**src/rtl/fetch_unit_pkg.sv**
```systemverilog
`timescale 1ns/1ps
`default_nettype none
// ============================================================================
// Module      : fetch_unit_pkg
// Description : Shared constants and state encoding for the instruction fetch stage.
// Revision    : 1.0  initial release
// ============================================================================
package fetch_unit_pkg;

    localparam int          INSTR_W = 32;
    localparam int          PC_STEP = 4;
    localparam logic [31:0] HLT_OP  = 32'hD440_0000;

    typedef enum logic [0:0] {
        ST_RUN  = 1'b0,
        ST_HALT = 1'b1
    } fetch_state_e;

endpackage
`default_nettype wire

```
**src/rtl/fetch_unit_if.sv**
```systemverilog
`timescale 1ns/1ps
`default_nettype none
// ============================================================================
// Module      : fetch_unit_if
// Description : Fetch-stage bus bundle: imem request/response, redirect, decoder side.
// Revision    : 1.0  initial release
// ============================================================================
interface fetch_unit_if #(
    parameter int ADDR_W = 64
);
    import fetch_unit_pkg::*;

    logic                imem_req_valid;
    logic                imem_req_ready;
    logic [ADDR_W-1:0]   imem_req_addr;
    logic                imem_rsp_valid;
    logic [INSTR_W-1:0]  imem_rsp_data;
    logic                redirect_valid;
    logic [ADDR_W-1:0]   redirect_pc;
    logic                req_halt;
    logic                inst_valid;
    logic                inst_ready;
    logic [INSTR_W-1:0]  instruction;
    logic [ADDR_W-1:0]   inst_pc;
    logic                halted;
    logic [31:0]         perf_fetched;

    modport master (
        output imem_req_valid, imem_req_addr, inst_valid, instruction, inst_pc,
               halted, perf_fetched,
        input  imem_req_ready, imem_rsp_valid, imem_rsp_data, redirect_valid,
               redirect_pc, req_halt, inst_ready
    );

    modport slave (
        input  imem_req_valid, imem_req_addr, inst_valid, instruction, inst_pc,
               halted, perf_fetched,
        output imem_req_ready, imem_rsp_valid, imem_rsp_data, redirect_valid,
               redirect_pc, req_halt, inst_ready
    );

endinterface
`default_nettype wire

```
**src/rtl/fetch_unit_fifo.sv**
```systemverilog
`timescale 1ns/1ps
`default_nettype none
// ============================================================================
// Module      : fetch_unit_fifo
// Description : Synchronous FIFO with flush; head reads as zero while empty.
// Revision    : 1.0  initial release
// ============================================================================
module fetch_unit_fifo #(
    parameter int DEPTH = 2,
    parameter int WIDTH = 96
) (
    input  wire logic                   clk,
    input  wire logic                   rst,
    input  wire logic                   i_push,
    input  wire logic                   i_pop,
    input  wire logic                   i_flush,
    input  wire logic [WIDTH-1:0]       i_wdata,
    output logic      [WIDTH-1:0]       o_rdata,
    output logic                        o_full,
    output logic                        o_empty,
    output logic      [$clog2(DEPTH):0] o_count
);
    localparam int PTR_W = $clog2(DEPTH);

    logic [WIDTH-1:0] r_mem [DEPTH];
    logic [PTR_W-1:0] r_wrPtr;
    logic [PTR_W-1:0] r_rdPtr;
    logic [PTR_W:0]   r_count;
    logic             w_doPush;
    logic             w_doPop;

    assign o_empty  = (r_count == '0);
    assign o_full   = (r_count == (PTR_W+1)'(DEPTH));
    assign o_count  = r_count;
    assign o_rdata  = o_empty ? '0 : r_mem[r_rdPtr];
    assign w_doPop  = i_pop && !o_empty;
    assign w_doPush = i_push && (!o_full || w_doPop);

    always_ff @(posedge clk) begin
        if (rst || i_flush) begin
            r_wrPtr <= '0;
            r_rdPtr <= '0;
            r_count <= '0;
        end else begin
            if (w_doPush) r_wrPtr <= r_wrPtr + PTR_W'(1);
            if (w_doPop)  r_rdPtr <= r_rdPtr + PTR_W'(1);
            r_count <= r_count + (PTR_W+1)'(w_doPush) - (PTR_W+1)'(w_doPop);
        end
    end

    always_ff @(posedge clk) begin
        if (w_doPush && !rst && !i_flush) r_mem[r_wrPtr] <= i_wdata;
    end

endmodule
`default_nettype wire

```
**src/rtl/fetch_unit.sv**
```systemverilog
`timescale 1ns/1ps
`default_nettype none
// ============================================================================
// Module      : fetch_unit
// Description : Instruction fetch stage: PC, fetch credits, stale-response discard,
//               in-order buffer and RUN/HALT control. Optional FETCH_PERF_EN
//               builds the delivered-instruction counter.
// Revision    : 1.0  initial release
// ============================================================================
module fetch_unit
    import fetch_unit_pkg::*;
#(
    parameter int                ADDR_W   = 64,
    parameter int                DEPTH    = 2,
    parameter logic [ADDR_W-1:0] RESET_PC = '0
) (
    input  wire logic   clk,
    input  wire logic   rst,
    fetch_unit_if.master bus
);
    localparam int CNT_W   = $clog2(DEPTH) + 1;
    localparam int ENTRY_W = INSTR_W + ADDR_W;

    fetch_state_e      r_state;
    logic [ADDR_W-1:0] r_pc;
    logic [ADDR_W-1:0] r_rspPc;
    logic [CNT_W-1:0]  r_outstanding;
    logic [CNT_W-1:0]  r_discard;
    logic [CNT_W-1:0]  w_outstandingNext;
    logic [CNT_W-1:0]  w_count;
    logic [ENTRY_W-1:0] w_head;
    logic              w_run;
    logic              w_redirect;
    logic              w_issue;
    logic              w_rspKeep;
    logic              w_push;
    logic              w_pop;
    logic              w_full;
    logic              w_empty;
    logic [ADDR_W-1:0] w_target;

    assign w_run      = (r_state == ST_RUN);
    assign w_redirect = bus.redirect_valid && w_run;
    assign w_target   = bus.redirect_pc & ~ADDR_W'(3);

    // Credits cover both in-flight fetches and buffered words, so the buffer never overflows.
    assign bus.imem_req_valid = !rst && w_run && !w_redirect &&
                                (({1'b0, r_outstanding} + {1'b0, w_count}) < (CNT_W+1)'(DEPTH));
    assign bus.imem_req_addr  = r_pc;
    assign w_issue            = bus.imem_req_valid && bus.imem_req_ready;

    assign w_rspKeep = bus.imem_rsp_valid && w_run && (r_discard == '0) && !w_redirect;
    assign w_pop     = bus.inst_valid && bus.inst_ready;
    assign w_push    = w_rspKeep && (!w_full || w_pop);

    always_comb begin
        w_outstandingNext = r_outstanding;
        if (w_issue) w_outstandingNext = w_outstandingNext + CNT_W'(1);
        if (bus.imem_rsp_valid && r_outstanding != '0)
            w_outstandingNext = w_outstandingNext - CNT_W'(1);
    end

    always_ff @(posedge clk) begin
        if (rst) begin
            r_state       <= ST_RUN;
            r_pc          <= RESET_PC;
            r_rspPc       <= RESET_PC;
            r_outstanding <= '0;
            r_discard     <= '0;
        end else begin
            r_outstanding <= w_outstandingNext;
            if (w_redirect) begin
                // Everything still in flight belongs to the abandoned path.
                r_pc      <= w_target;
                r_rspPc   <= w_target;
                r_discard <= w_outstandingNext;
            end else begin
                if (w_issue)  r_pc    <= r_pc + ADDR_W'(PC_STEP);
                if (w_push)   r_rspPc <= r_rspPc + ADDR_W'(PC_STEP);
                if (bus.imem_rsp_valid && r_discard != '0)
                    r_discard <= r_discard - CNT_W'(1);
                if (w_pop && bus.req_halt)
                    r_state <= ST_HALT;
            end
        end
    end

    fetch_unit_fifo #(
        .DEPTH (DEPTH),
        .WIDTH (ENTRY_W)
    ) u_fifo (
        .clk     (clk),
        .rst     (rst),
        .i_push  (w_push),
        .i_pop   (w_pop),
        .i_flush (w_redirect),
        .i_wdata ({r_rspPc, bus.imem_rsp_data}),
        .o_rdata (w_head),
        .o_full  (w_full),
        .o_empty (w_empty),
        .o_count (w_count)
    );

    assign bus.inst_valid  = !w_empty && w_run;
    assign bus.instruction = w_head[INSTR_W-1:0];
    assign bus.inst_pc     = w_head[ENTRY_W-1:INSTR_W];
    assign bus.halted      = (r_state == ST_HALT);

`ifdef FETCH_PERF_EN
    logic [31:0] r_perfFetched;

    always_ff @(posedge clk) begin
        if (rst)        r_perfFetched <= '0;
        else if (w_pop) r_perfFetched <= r_perfFetched + 32'd1;
    end

    assign bus.perf_fetched = r_perfFetched;
`else
    assign bus.perf_fetched = 32'd0;
`endif

endmodule
`default_nettype wire

```
**src/flat_wrapper.sv**
```systemverilog
// flat-port wrapper written by rule: the top's interface ports become plain ports
module fetch_unit_flat import fetch_unit_pkg::*;
#(
    parameter int                ADDR_W   = 64,
    parameter int                DEPTH    = 2,
    parameter logic [ADDR_W-1:0] RESET_PC = '0
)
  (clk, rst, bus_imem_req_valid, bus_imem_req_addr, bus_inst_valid, bus_instruction, bus_inst_pc, bus_halted, bus_perf_fetched, bus_imem_req_ready, bus_imem_rsp_valid, bus_imem_rsp_data, bus_redirect_valid, bus_redirect_pc, bus_req_halt, bus_inst_ready);
  fetch_unit_if #(.ADDR_W(ADDR_W)) bus_i ();
  input  wire logic clk;
  input  wire logic rst;
  output wire logic [$bits(bus_i.imem_req_valid)-1:0] bus_imem_req_valid;
  output wire logic [$bits(bus_i.imem_req_addr)-1:0] bus_imem_req_addr;
  output wire logic [$bits(bus_i.inst_valid)-1:0] bus_inst_valid;
  output wire logic [$bits(bus_i.instruction)-1:0] bus_instruction;
  output wire logic [$bits(bus_i.inst_pc)-1:0] bus_inst_pc;
  output wire logic [$bits(bus_i.halted)-1:0] bus_halted;
  output wire logic [$bits(bus_i.perf_fetched)-1:0] bus_perf_fetched;
  input wire logic [$bits(bus_i.imem_req_ready)-1:0] bus_imem_req_ready;
  input wire logic [$bits(bus_i.imem_rsp_valid)-1:0] bus_imem_rsp_valid;
  input wire logic [$bits(bus_i.imem_rsp_data)-1:0] bus_imem_rsp_data;
  input wire logic [$bits(bus_i.redirect_valid)-1:0] bus_redirect_valid;
  input wire logic [$bits(bus_i.redirect_pc)-1:0] bus_redirect_pc;
  input wire logic [$bits(bus_i.req_halt)-1:0] bus_req_halt;
  input wire logic [$bits(bus_i.inst_ready)-1:0] bus_inst_ready;
  assign bus_imem_req_valid = bus_i.imem_req_valid;
  assign bus_imem_req_addr = bus_i.imem_req_addr;
  assign bus_inst_valid = bus_i.inst_valid;
  assign bus_instruction = bus_i.instruction;
  assign bus_inst_pc = bus_i.inst_pc;
  assign bus_halted = bus_i.halted;
  assign bus_perf_fetched = bus_i.perf_fetched;
  assign bus_i.imem_req_ready = bus_imem_req_ready;
  assign bus_i.imem_rsp_valid = bus_imem_rsp_valid;
  assign bus_i.imem_rsp_data = bus_imem_rsp_data;
  assign bus_i.redirect_valid = bus_redirect_valid;
  assign bus_i.redirect_pc = bus_redirect_pc;
  assign bus_i.req_halt = bus_req_halt;
  assign bus_i.inst_ready = bus_inst_ready;
  fetch_unit #(.ADDR_W(ADDR_W), .DEPTH(DEPTH), .RESET_PC(RESET_PC)) u_core (.clk(clk), .rst(rst), .bus(bus_i));
endmodule
```
**config.mk**
```make
export PLATFORM = sky130hd
export DESIGN_NAME = fetch_unit_flat
export DESIGN_NICKNAME = d
export VERILOG_FILES = /design/src/rtl/fetch_unit_pkg.sv /design/src/rtl/fetch_unit_if.sv /design/src/rtl/fetch_unit_fifo.sv /design/src/rtl/fetch_unit.sv /design/src/flat_wrapper.sv
export SDC_FILE = /design/constraint.sdc
export NUM_CORES = 1
export LEC_CHECK = 0
export ABC_AREA = 1
export ABC_CLOCK_PERIOD_IN_PS = 12400
export BUFFER_PORTS_ARGS = -buffer_cell sky130_fd_sc_hd__buf_4
export CAP_MARGIN = 25
export CORE_UTILIZATION = 45
export CTS_CLUSTER_SIZE = 30
export DETAILED_ROUTE_END_ITERATION = 8
export PLACE_DENSITY = 0.66
export SETUP_SLACK_MARGIN = 0.4
export SYNTH_ARGS = -nofsm -noshare
export SYNTH_HDL_FRONTEND = slang
export SYNTH_SLANG_ARGS = --single-unit
```
**constraint.sdc**
```tcl
create_clock -name clk -period 12.4 [get_ports clk]
set_clock_uncertainty 0.1 [all_clocks]
set_input_delay 3.72 -clock clk [delete_from_list [all_inputs] [get_ports clk]]
set_output_delay 3.72 -clock clk [all_outputs]
set_load 0.02 [all_outputs]
```
# Word level (Yosys, flattened, before mapping)

Memory sizes are Yosys's and may differ from the RTL's. A register that Yosys moved wholly into a read port is not among the register bits.
Cells that the tools add are included.

Input port bits: 103
Bits in registers: 137
Output and inout bits: 195
RAM bits: 192
Memories kept: 1
Logic and storage cells: 72

Mux-type cells: 13
Eq/ne operators: 1
Bitwise logic cells: 2
$lt $le $gt $ge: 1
Add/sub/neg operators: 10
Reductions and logical operators: 34

Memory list:

| memory              | depth | bits a word | read ports | clocked after Yosys merged registers in | wr ports | RTL line              | source |
|---|---|---|---|---|---|---|---|
| u_core.u_fifo.r_mem | 2     | 96          | 1          | 1                                       | 1        | fetch_unit_fifo.sv:25 | `logic [WIDTH-1:0] r_mem [DEPTH];` |

Operator list:

| kind                  | number |
|---|---|
| $mux 64               | 4 |
| $add 64x3->64 const B | 2 |
| $mux 96               | 1 |
| $logic_and 1x1->1     | 18 |
| $reduce_bool 2->1     | 5 |
| $mux 2                | 4 |
| $logic_not 1->1       | 4 |
| $logic_not 2->1       | 2 |
| $mux 1                | 4 |
| $sub 2x1->2 const B   | 2 |
| $add 2x2->3           | 1 |
| $logic_or 1x1->1      | 3 |
| $lt 3x2->1 const B    | 1 |
| $add 1x1->1 const B   | 2 |
| $add 2x1->2           | 1 |
| $add 2x1->2 const B   | 1 |
| $eq 2x2->1 const B    | 1 |
| $not 1->1             | 2 |
| $reduce_and 2->1      | 1 |
| $reduce_or 2->1       | 1 |
| $sub 2x1->2           | 1 |

# Longest topological paths before layout

Gate-level depths: netlist (run 1).

Depth after elaboration: 11
Depth in mapped cells: 13
Depth with buffers taken out: 13

# By module

Synthesis (run 1) repeated with hierarchy kept, for this count alone.

Cells, all modules: 2,338
Area total of the unflattened synthesis: 17,737.0 um2

By module, submodules not included:

| module          | area an instance (um2) | instances | cells each | sequential area each (um2) |
|---|---|---|---|---|
| fetch_unit      | 10,267.3               | 1         | 1,780      | 2,582.5 |
| fetch_unit_fifo | 7,469.7                | 1         | 558        | 5,865.6 |

# Worst setup path before layout (run 1)

OpenSTA, ideal clock, no wires.

Path kind: input to register
Start point: input port bus_redirect_valid
End point: memory u_core.u_fifo.r_mem[1][0], enable pin
Slack: 1,199 ps
Arrival time: 10,439 ps
Buffers on the path: 0
Library setup time: 662 ps
Data required time: 11,638 ps
Stages: 4
Cell sequence: nor2_1 nand3_1 o21bai_4 nor3_1

Word-level cells in the longest chain between the ends: 9

RTL lines:

| item                           | RTL line                                | source |
|---|---|---|
| start: declaration             | flat_wrapper.sv:22                      | `input wire logic [$bits(bus_i.redirect_valid)-1:0] bus_redirect_valid;` |
| $logic_and 1x1->1 *            | fetch_unit.sv:43                        | `assign w_redirect = bus.redirect_valid && w_run;` |
| $logic_not 1->1 *              | fetch_unit_fifo.sv:52, fetch_unit.sv:52 |  |
| $logic_and 1x1->1              | fetch_unit.sv:52                        | `assign w_rspKeep = bus.imem_rsp_valid && w_run && (r_discard == '0) && !w_redirect;` |
| $logic_and 1x1->1              | fetch_unit.sv:54                        | `assign w_push = w_rspKeep && (!w_full \|\| w_pop);` |
| $logic_and 1x1->1              | fetch_unit_fifo.sv:37                   | `assign w_doPush = i_push && (!o_full \|\| w_doPop);` |
| $logic_and 1x1->1              | fetch_unit_fifo.sv:52                   | `if (w_doPush && !rst && !i_flush) r_mem[r_wrPtr] <= i_wdata;` |
| $logic_and 1x1->1 *            | fetch_unit_fifo.sv:52                   |  |
| $mux 1 *                       | fetch_unit_fifo.sv:52                   |  |
| $mux 1 (implied by the code) * | fetch_unit_fifo.sv:52                   |  |
| end: declaration               | fetch_unit_fifo.sv:25                   |  |

Every way passes the cells marked *; elsewhere a longest branch is shown, timed or not.

# Final worst setup path (run 1)

Start point: input port rst
End point: output port bus_imem_req_valid

Word-level cells in the longest chain between the ends: 4

RTL lines:

| item                           | RTL line           | source |
|---|---|---|
| start: declaration             | flat_wrapper.sv:11 | `input wire logic rst;` |
| $logic_not 1->1                | fetch_unit.sv:47   | `assign bus.imem_req_valid = !rst && w_run && !w_redirect &&` |
| $logic_and 1x1->1 (3 in a row) | fetch_unit.sv:47   |  |
| end: declaration               | flat_wrapper.sv:12 | `output wire logic [$bits(bus_i.imem_req_valid)-1:0] bus_imem_req_valid;` |

No other way between the ends.

==> metrics.md, run 1 <==
| Metric | Value |
|---|---|
| Status | `finished, final reports clean` |
| Critical path data arrival time | `5.16 ns` |
| Clk_lat worst skew | `0.54 ns` |
| Ys Warns | `0` |
| H-tree Lvls | `2` |
| Worst-path clk slew | `0.06 ns` |
| DR vias/cell | `5.32` |
| Setup TNS after final layout | `0 ns` |
| VDD IR max | `83.6 uV` |
| Critical path's top delay family | `buffers and inverters` |
| Synth Register Bits | `322` |
| Ys async rst share | `0%` |
| CP Capture Type | `primary output` |
| RSZ-0062 raised after global routing | `false` |
| Post-route non-filler standard cell count | `3,005` |
| DRC viols | `0` |
| Routed wire length per instance | `18.3 um` |
| CTS sink cnt | `322` |
| Post-CTS sizing | `0` |
| Distinct cells, synth | `42` |
| FILL cells | `3,649` |
| Critical-path maximum fanout | `43` |
| Share of cells above drive strength 1 | `15.2%` |
| Critical-path top delay cell | `inv_2` |
| First-pass GRT wire length | `82.9 mm` |
| Core Util, Final | `54.4%` |
| Fin crit period | `8.98 ns` |
| Dpl hpwl | `39.2 mm` |
| Longest Clk Path Bufs | `3` |
| Pin count of the biggest net entering global routing | `95` |
| Core area | `37,700 sq um` |
| Int Pwr | `1920 uW` |
| Seq pwr share | `47.4%` |
| Hold WC Path Type | `reg2reg` |
| Area leader, netlist | `edfxtp_1` |
| Setup CP Type | `in2out` |
| N_diodes | `0` |
| Tot Pwr | `2670 uW` |
| Global route overflow | `0` |
| Critical path required time | `8.58 ns` |
| Top_reg_cell synth | `edfxtp_1` |
| Pwr/cell area | `130 nW/um^2` |
| Cells after DPL | `2,938` |
| Min-Delay Startpoint | `u_core.u_fifo.r_wrPtr$_SDFFE_PP0P_` |
| Syn Inst Count | `2,249` |
| EDFF count, synth | `188` |
| Crit path cell chain | `buf_4 -> inv_2 -> nand2_2 -> nor2_4 -> buf_4` |
| Clock Power Share | `39.3%` |
| Worst r2r src | `u_core.bus.halted$_SDFFE_PP0P_` |
| Die area | `39,000 sq um` |
| Sw frac | `28.0%` |
| GPL Wtd Cong | `1.01` |
| Yosys top cell area share | `32.8%` |
| Comb power frac | `13.3%` |
| DR iter-0 viols | `1,276` |
| Total iterations of the first detailed-routing run | `6` |
| Slew @ Worst Pin | `1.05 ns` |
| DIE HEIGHT | `197 um` |
| Via count | `15,974` |
| Initial antenna violation count | `0` |
| Final worst-path cycle share | `72.4%` |
| Max-cap violation count | `0` |
| Area Growth Syn to Fin | `19.1%` |
| PortBufs | `259` |
| Switching Power | `748 uW` |
| Final #Nets | `2,577` |
| Antenna-violating nets left | `0` |
| LEAKAGE | `0.00806 uW` |
| Total CTS buffers | `36` |
| CP startpoint | `rst` |
| CTS tree | `yes` |
| Crit path buf inv count | `3` |
| Avg Synthesized Cell Area | `7.64 sq um` |
| Min Hold Slack | `0.369 ns` |
| Max Clock Freq | `0.111 GHz` |
| Endpoints failing setup | `0` |
| Top post-synthesis cells by area | `edfxtp_1 33%, dfxtp_1 16%, nand2_1 15%` |
| Final Max Slew Viols | `0` |
| Row count | `71` |
| Cts hold-fix bufs | `0` |
| Io pins | `298` |
| R2r setup slk | `8.89 ns` |
| Final WL | `54.9 mm` |
| Max-slew headroom | `29.8%` |
| CTS Root Cell | `clkbuf_16` |
| Seq/Total Area, Yosys | `48.4%` |
| Chip width | `197 um` |
| Total setup buffers inserted after CTS | `0` |
| Vias in the first global route | `14,662` |
| Critical Path Max Stage Delay | `0.57 ns` |
| Post-Syn Area | `17,200 sq um` |
| Total GRT Usage | `27.8%` |
| CP dominant cell by count | `buf_4` |
| CP Launch Type | `input pin` |
| Starting Density | `45.6%` |
| Final hold violation count | `0` |
metrics by stage:
step	cell area, sq um	worst slack, ns
4_1_cts	20400	3.45
2_1_floorplan	17300	1.20
6_report	20500	3.42
5_1_grt	20500	3.34
3_5_place_dp	19300	3.45
3_3_place_gp	19300	3.49
layout make-up:
type	instances	area, sq um	area share, %
multi-input combinational	1665	7640	37.3
sequential	322	8330	40.7
timing repair buffer	272	2080	10.2
inverter	170	648	3.17
clock buffer	45	935	4.56
tap	511	639	3.12
clock inverter	20	203	0.990
registers in the layout, indices dropped and copies added, names as in the netlist, named ones only:
register	flops
u_core.bus.imem_req_addr	62
u_core.r_outstanding	2
u_core.u_fifo.r_wrPtr	1
u_core.r_discard	2
u_core.r_rspPc	62
u_core.u_fifo.r_mem	188
u_core.u_fifo.r_rdPtr	1
u_core.u_fifo.o_count	2
u_core.bus.halted	1
power groups by stage:
stage | Clock (uW) | Sequential [uW] | Combinational, uW
after floorplan | 0 | 1270 | 216
after global placement | 0 | 1280 | 344
after detailed placement | 0 | 1280 | 350
after CTS | 1070 | 1260 | 352
after global routing | 1110 | 1270 | 390
final | 1050 | 1260 | 354
logic make-up (layout without fill, tap and decap cells):
group,after synthesis,in the layout,share of synthesized area [%]
xor gates and xnor gates,58,58,2.95
DFF,322,322,48.4
and+or+nand+nor,1189,1189,28.5
other,1,36,0.0218
adders and majority gates,7,7,0.553
AOI/OAI and AO/OA,375,375,11.6
buffers and inverters,297,507,7.99
worst min-delay path: stages, from the launching register on:
cell and delay [ns]:
dfxtp_1 0.31, nand2_1 0.06, a21oi_1 0.06
Yosys cell counts, drive strengths merged (5+ instances only):
cell type / instances
edfxtp: 188
a31oi: 35
buf: 69
o21ai: 140
nand2: 696
o211ai: 12
or2: 9
dfxtp: 134
clkbuf: 58
nand3b: 5
o21bai: 7
nor3: 20
nor2: 324
ha: 6
inv: 169
nand3: 113
nand4: 21
xnor2: 39
a21oi: 177
xor2: 19
worst paths after layout:
check                                               to  cells after the start
setup / recovery                    bus_imem_req_valid                      5
setup reg to reg  u_core.u_fifo.r_mem[0][82]$_DFFE_PP_                      5
hold / removal      u_core.u_fifo.r_wrPtr$_SDFFE_PP0P_                      2
hold reg to reg     u_core.u_fifo.r_wrPtr$_SDFFE_PP0P_                      2
layout by cell type, fill, tap and decap left out, drive strengths merged:
master / count
nand2: 696
nor2: 324
buf: 272
edfxtp: 188
a21oi: 177
inv: 171
o21ai: 140
dfxtp: 134
nand3: 113
clkbuf: 45
xnor2: 39
conb: 36
a31oi: 35
nand4: 21
nor3: 20
xor2: 19
clkinv: 14
o211ai: 12
or2: 9
o21bai: 7
ha: 6
nand3b: 5
o31ai: 3
bufinv: 3
clkinvlp: 2
and2: 1
a311oi: 1
fa: 1
routing by layer:
| metal | global-route usage [%] | vias to the layer above | wire (um) |
|---|---|---|---|
| met4 | 13.6 | 0 | 2670 |
| li1 | - | 7750 | - |
| met2 | 43.2 | 611 | 24400 |
| met1 | 38.4 | 7489 | 24500 |
| met3 | 3.31 | 124 | 3370 |
| met5 | 0 | - | 0 |
Power figures use the tool's default switching activity.
==> run 2: changes to the inputs <==
--- a/config.mk
+++ b/config.mk
@@ -5,14 +5,14 @@
 export SDC_FILE = /design/constraint.sdc
 export NUM_CORES = 1
 export LEC_CHECK = 0
-export ABC_AREA = 1
-export ABC_CLOCK_PERIOD_IN_PS = 12400
+export ABC_AREA = 0
+export ABC_CLOCK_PERIOD_IN_PS = 8000
 export BUFFER_PORTS_ARGS = -buffer_cell sky130_fd_sc_hd__buf_4
 export CAP_MARGIN = 25
 export CORE_UTILIZATION = 45
 export CTS_CLUSTER_SIZE = 30
 export DETAILED_ROUTE_END_ITERATION = 8
-export PLACE_DENSITY = 0.66
+export PLACE_DENSITY = 0.7
 export SETUP_SLACK_MARGIN = 0.4
 export SYNTH_ARGS = -nofsm -noshare
 export SYNTH_HDL_FRONTEND = slang
==> constraint.sdc (replaced) <==
create_clock -name clk -period 8 [get_ports clk]
set_clock_uncertainty 0.1 [all_clocks]
set_input_delay 2.4 -clock clk [delete_from_list [all_inputs] [get_ports clk]]
set_output_delay 2.4 -clock clk [all_outputs]
set_load 0.02 [all_outputs]
==> run 2 against run 1 <==
Effect of this change:
- total power increased by 45%
- cell area decreased by 14%
- sequential share of layout area increased by 6.5 points
- register-to-register slack got worse by 4.5 ns
- wire length decreased by 34%
- non-clock buffer count unchanged
- largest power group unchanged
==> metrics.md, run 2 <==
| Metric | Value |
|---|---|
| R2r worst-path depth | `6 (+1)` |
| Antenna-violating nets left | `0 (unchanged)` |
| CTS tree | `yes` |
| Cts hold-fix bufs | `0 (unchanged)` |
| Most frequent cell after synthesis | `edfxtp_1` |
| Global route overflow | `0 (unchanged)` |
| Max-slew headroom | `33.3% (+3.5 points)` |
| Final WL | `36.1 mm (-34%)` |
| Post-Syn Area | `14,300 sq um (-17%)` |
| N_diodes | `0 (unchanged)` |
| Status | `finished, final reports clean` |
| Pin count of the biggest net entering global routing | `85 (-11%)` |
| Distinct cells, synth | `54 (+29%)` |
| Share of cells above drive strength 1 | `22.1% (+6.8 points)` |
| Cells after DPL | `1,893 (-36%)` |
| Vias in the first global route | `9,836 (-33%)` |
| Avg Synthesized Cell Area | `11.1 sq um (+45%)` |
| Commonest cells in the netlist | `188 x edfxtp_1, 157 x nor2_1, 134 x dfxtp_1` |
| Ys Warns | `0 (unchanged)` |
| CTS sink cnt | `322 (unchanged)` |
| Worst-path clk slew | `0.06 ns (about the same)` |
| Starting Density | `46.2% (+0.61 points)` |
| Final hold violation count | `0 (unchanged)` |
| Critical-path maximum fanout | `84 (+95%)` |
| RSZ-0062 raised after global routing | `false` |
| Seq/Total Area, Yosys | `58.3% (+9.8 points)` |
| Hold WC Path Type | `reg2reg` |
| Area Growth Syn to Fin | `23.5%` |
| Register bank with the most flops | `u_core.u_fifo.r_mem` |
| Placed instance area | `16,600 sq um (-14%)` |
| CTS Root Cell | `clkbuf_16` |
| Setup TNS after final layout | `0 ns (unchanged)` |
| VDD IR max | `105 uV (+26%)` |
| Chip width | `180 um (-8.7%)` |
| Ys async rst share | `0% (unchanged)` |
| Via count | `10,676 (-33%)` |
| Commonest cells after routing, fill and taps aside | `267 x buf_4, 188 x edfxtp_1, 156 x nor2_1, 133 x dfxtp_1, 102 x a21oi_1` |
| Dpl hpwl | `25.4 mm (-35%)` |
| CP Capture Type | `primary output` |
| Slew @ Worst Pin | `0.991 ns (-0.0624 ns)` |
| GPL Wtd Cong | `0.866 (-14%)` |
| Initial antenna violation count | `0 (unchanged)` |
| CP Launch Type | `input pin` |
| Io pins | `298 (unchanged)` |
| DRC viols | `0 (unchanged)` |
| Commonest non-fill, non-tap cell in the layout | `buf_4` |
| Pwr/cell area | `220 nW/um^2 (+69%)` |
| LEAKAGE | `0.00627 uW (-22%)` |
| Die area | `32,500 sq um (-17%)` |
| Endpoints failing setup | `0 (unchanged)` |
| Area leader, netlist | `edfxtp_1` |
| Post-route non-filler standard cell count | `1,955 (-35%)` |
| H-tree Lvls | `2 (unchanged)` |
| Final worst-path cycle share | `80.5%` |
| Top_reg_cell synth | `edfxtp_1` |
| Top post-synthesis cells by area | `edfxtp_1 39%, dfxtp_1 19%, mux2i_1 6.7%` |
| DR iter-0 viols | `745 (-42%)` |
| Setup CP Type | `in2out` |
| DIE HEIGHT | `180 um (-8.7%)` |
| Synth Register Bits | `322 (unchanged)` |
| Max Clock Freq | `0.155 GHz` |
| Critical path data arrival time | `3.94 ns (-1.22 ns)` |
| Clk_lat worst skew | `0.52 ns (-0.02 ns)` |
| DR vias/cell | `5.46 (+2.7%)` |
| Longest Clk Path Bufs | `3 (unchanged)` |
| Syn Inst Count | `1,287 (-43%)` |
| Post-route cell area | `17,700 sq um (-14%)` |
| Critical path required time | `5.50 ns (-3.08 ns)` |
| Row count | `64 (-9.9%)` |
| Hold Crit Depth | `2 (unchanged)` |
| Total setup buffers inserted after CTS | `0 (unchanged)` |
| Total iterations of the first detailed-routing run | `6 (unchanged)` |
| Yosys top cell area share | `39.5% (+6.7 points)` |
| Fin crit period | `6.44 ns` |
| Max-cap violation count | `0 (unchanged)` |
| Total GRT Usage | `21.6% (-6.3 points)` |
| Total CTS buffers | `35 (-2.8%)` |
| PortBufs | `259 (unchanged)` |
| Max reg flops | `188 (unchanged)` |
| Final Max Slew Viols | `0 (unchanged)` |
| Core area | `30,900 sq um (-18%)` |
| Final #Nets | `1,644 (-36%)` |
| First-pass GRT wire length | `55.0 mm (-34%)` |
| EDFF count, synth | `188 (unchanged)` |
| Routed wire length per instance | `18.5 um (+0.99%)` |
| Post-CTS sizing | `0 (unchanged)` |
-- run 2: cell families after synthesis --
family          synth area share (%)
fa+ha+maj                      0.665
simple gates                    15.0
mux                             6.81
other cells                   0.0262
xor+xnor                        6.31
compound gates                  8.70
buf+inv                         4.22
flops                           58.3
-- run 2: path summary, 6_finish.rpt --
check                                                         from                                 end  slack, ns
worst max-delay path                                           rst                  bus_imem_req_valid       1.56
worst min-delay path            u_core.u_fifo.r_wrPtr$_SDFFE_PP0P_  u_core.u_fifo.r_wrPtr$_SDFFE_PP0P_       0.40
worst max register to register     u_core.r_rspPc[10]$_SDFFE_PP0P_     u_core.r_rspPc[45]$_SDFFE_PP0P_       4.41
worst min register to register  u_core.u_fifo.r_wrPtr$_SDFFE_PP0P_  u_core.u_fifo.r_wrPtr$_SDFFE_PP0P_       0.40
-- run 2: metal layers --
layer | up-vias | wire [um] | GRT usage (%) | share of wire, %
met3 | 61 | 2680 | 3.64 | 7.4
li1 | 5097 | - | - | -
met1 | 5052 | 16700 | 31.2 | 46
met4 | 0 | 767 | 6.56 | 2.1
met2 | 466 | 16000 | 33.1 | 44
met5 | - | 0 | 0 | 0
-- run 2: worst max-delay path: stages --
cell and delay (ns):
buf_4 0.64, nand2b_1 0.55, nor2b_1 0.15, buf_4 0.19
-- run 2: report_power, final --
group          total (uW)  internal (uW)  switching [uW]
combinational         435            180             255
sequential           1900           1820            79.3
clock                1540            902             640
-- run 2: through the flow --
step | setup slack, ns | utilization [%] | hold slack [ns] | power (uW)
6_report | 1.56 | 57.1 | 0.403 | 3880
5_1_grt | 1.47 | 57.1 | 0.428 | 4010
4_1_cts | 1.57 | 57.1 | 0.407 | 3900
3_5_place_dp | 1.58 | 53.6 | 0.399 | 2360
3_3_place_gp | 1.60 | 53.4 | 0.385 | 2350
2_1_floorplan | 0.335 | - | 0.347 | 2180
-- run 2: cell type report --
cell class,count,area [sq um]
well taps,396,495
inverters,27,101
repair buffers,272,2100
clock buffers,40,895
flip-flops and latches,322,8330
multi-input cells,876,5540
fillers,2660,13300
clock inverters,22,198
==> run 3: changes to the inputs <==
--- a/config.mk
+++ b/config.mk
@@ -5,14 +5,14 @@
 export SDC_FILE = /design/constraint.sdc
 export NUM_CORES = 1
 export LEC_CHECK = 0
-export ABC_AREA = 0
-export ABC_CLOCK_PERIOD_IN_PS = 8000
+export ABC_AREA = 1
+export ABC_CLOCK_PERIOD_IN_PS = 5500
 export BUFFER_PORTS_ARGS = -buffer_cell sky130_fd_sc_hd__buf_4
 export CAP_MARGIN = 25
 export CORE_UTILIZATION = 45
 export CTS_CLUSTER_SIZE = 30
 export DETAILED_ROUTE_END_ITERATION = 8
-export PLACE_DENSITY = 0.7
+export PLACE_DENSITY = 0.69
 export SETUP_SLACK_MARGIN = 0.4
 export SYNTH_ARGS = -nofsm -noshare
 export SYNTH_HDL_FRONTEND = slang
==> constraint.sdc (replaced) <==
create_clock -name clk -period 5.5 [get_ports clk]
set_clock_uncertainty 0.1 [all_clocks]
set_input_delay 1.65 -clock clk [delete_from_list [all_inputs] [get_ports clk]]
set_output_delay 1.65 -clock clk [all_outputs]
set_load 0.02 [all_outputs]
==> run 3 against run 2 <==
Effect of this change:
- sequential power up 50%
- wire length up 50%
- clock power up 54%
- first-iteration DRC count grew 95%
- die area is 20% higher
- via count increased by 49%
- combinational power rose by 84%
- setup slack lost 0.20 ns
- register-to-register slack lost 1.8 ns
==> metrics.md, run 3 (synthesis gave the netlist of run 1 again) <==
| Metric | Value |
|---|---|
| Critical path's top delay family | `buffers and inverters` |
| DR iter-0 viols | `1,453 (+95%)` |
| Final #Nets | `2,582 (+57%)` |
| Antenna-violating nets left | `0 (unchanged)` |
| Area Growth Syn to Fin | `19.6%` |
| Slew @ Worst Pin | `1.02 ns (+0.0336 ns)` |
| Final WL | `54.3 mm (+50%)` |
| Io pins | `298 (unchanged)` |
| Critical path data arrival time | `2.39 ns (-1.55 ns)` |
| Share of cells above drive strength 1 | `15.8% (-6.3 points)` |
| LEAKAGE | `0.00813 uW (+30%)` |
| CTS sink cnt | `322 (unchanged)` |
| Clk_lat worst skew | `0.54 ns (+0.02 ns)` |
| Crit path buf inv count | `4 (+2)` |
| Die area | `39,000 sq um (+20%)` |
| Multi-input gate area | `7640 sq um (+38%)` |
| Setup CP Type | `reg2out` |
| Vias in the first global route | `14,736 (+50%)` |
| Tot Pwr | `6020 uW (+55%)` |
| GPL Wtd Cong | `0.995 (+15%)` |
| DR vias/cell | `5.29 (-3.2%)` |
| CTS Root Cell | `clkbuf_16` |
| Post-CTS sizing | `0 (unchanged)` |
| Routed wire length per instance | `18.0 um (-2.4%)` |
| Total GRT Usage | `27.5% (+6.0 points)` |
| Critical path required time | `3.75 ns (-1.75 ns)` |
| CP Capture Type | `primary output` |
| Global route overflow | `0 (unchanged)` |
| Setup TNS after final layout | `0 ns (unchanged)` |
| Total setup buffers inserted after CTS | `0 (unchanged)` |
| Via count | `15,914 (+49%)` |
| Row count | `71 (+11%)` |
| Max-slew headroom | `31.7% (-1.6 points)` |
| Commonest cells after routing, fill and taps aside | `686 x nand2_1, 303 x nor2_1, 273 x buf_4, 188 x edfxtp_1, 177 x a21oi_1` |
| Total iterations of the first detailed-routing run | `7 (+1)` |
| DRC viols | `0 (unchanged)` |
| Final worst-path cycle share | `75.3%` |
| Max-cap violation count | `0 (unchanged)` |
| Critical-path top delay cell | `inv_2` |
| Status | `finished, final reports clean` |
| Final Max Slew Viols | `0 (unchanged)` |
| RSZ-0062 raised after global routing | `false` |
| Starting Density | `45.6% (-0.61 points)` |
| Initial antenna violation count | `0 (unchanged)` |
| CP Launch Type | `register` |
| Pin count of the biggest net entering global routing | `95 (+12%)` |
| First-pass GRT wire length | `82.4 mm (+50%)` |
| CTS tree | `yes` |
| Longest Clk Path Bufs | `3 (unchanged)` |
| Max reg flops | `188 (unchanged)` |
| Storage cell area | `8330 sq um (about the same)` |
| Critical-path maximum fanout | `37 (-56%)` |
| Crit path cell chain | `inv_1 -> nand2_1 -> inv_2 -> buf_4 -> a21oi_1 -> buf_4` |
| Commonest non-fill, non-tap cell in the layout | `nand2_1` |
| Final hold violation count | `0 (unchanged)` |
| Total CTS buffers | `36 (+2.9%)` |
| Max Clock Freq | `0.242 GHz` |
| N_diodes | `0 (unchanged)` |
| Register bank with the most flops | `u_core.u_fifo.r_mem` |
| Core area | `37,700 sq um (+22%)` |
| Cts hold-fix bufs | `0 (unchanged)` |
| Endpoints failing setup | `0 (unchanged)` |
| Pwr/cell area | `293 nW/um^2 (+33%)` |
| Chip width | `197 um (+9.6%)` |
| Dpl hpwl | `39.7 mm (+56%)` |
| CP dominant cell by count | `buf_4` |
| PortBufs | `259 (unchanged)` |
| Worst-path clk slew | `0.06 ns (about the same)` |
| VDD IR max | `180 uV (+71%)` |
| Hold WC Path Type | `reg2reg` |
| H-tree Lvls | `2 (unchanged)` |
| R2r setup slk | `2.65 ns (-1.76 ns)` |
| Critical Path Max Stage Delay | `0.53 ns (-0.11 ns)` |
| DIE HEIGHT | `197 um (+9.6%)` |
| Fin crit period | `4.14 ns` |
| FILL cells | `3,636 (+37%)` |
| Core Util, Final | `54.6% (-2.5 points)` |
-- run 3: where the power goes --
part,switching [uW],internal [uW]
logic,507,295
registers,176,2670
clock network,992,1380
total,1680,4350
-- run 3: worst register-to-register path, stage by stage (launching register included) --
cell and delay, ns:
dfxtp_1 0.43, inv_2 0.11, nand2_4 0.09, buf_4 0.62, nand2_4 0.52, inv_4 0.54, nor3_1 0.10, o21ai_0 0.18
inv_1 0.06
-- run 3: final cells by class --
type,instances,area share [%]
inverter,170,3.15
timing repair buffer,277,10.4
clock buffer,48,5.05
sequential,322,40.5
multi-input combinational,1665,37.2
tap,511,3.11
clock inverter,17,0.633
-- run 3: metrics by stage --
stage	std cells	setup slack [ns]	instance area (sq um)	hold slack (ns)
4_1_cts	3010	1.33	20600	0.375
3_5_place_dp	2945	1.38	19400	0.358
2_1_floorplan	2284	0.723	17300	0.345
5_1_grt	3010	1.18	20600	0.394
3_3_place_gp	2944	1.39	19400	0.353
6_report	3010	1.36	20600	0.376
-- run 3: final timing paths --
check,startpoint,end,cells past startpoint
max,u_core.u_fifo.o_count[1]$_SDFF_PP0_,bus_instruction[6],6
min,u_core.u_fifo.r_wrPtr$_SDFFE_PP0P_,u_core.u_fifo.r_wrPtr$_SDFFE_PP0P_,2
max reg2reg,u_core.bus.halted$_SDFFE_PP0P_,u_core.r_rspPc[16]$_SDFFE_PP0P_,8
min reg2reg,u_core.u_fifo.r_wrPtr$_SDFFE_PP0P_,u_core.u_fifo.r_wrPtr$_SDFFE_PP0P_,2
-- run 3: metal layers --
metal	up-vias	share of wire, %	track usage [%]
met5	-	0	0
met4	0	3.8	11.5
met3	103	7.1	3.64
met2	672	45	44.3
met1	7376	44	37.4
li1	7763	-	-
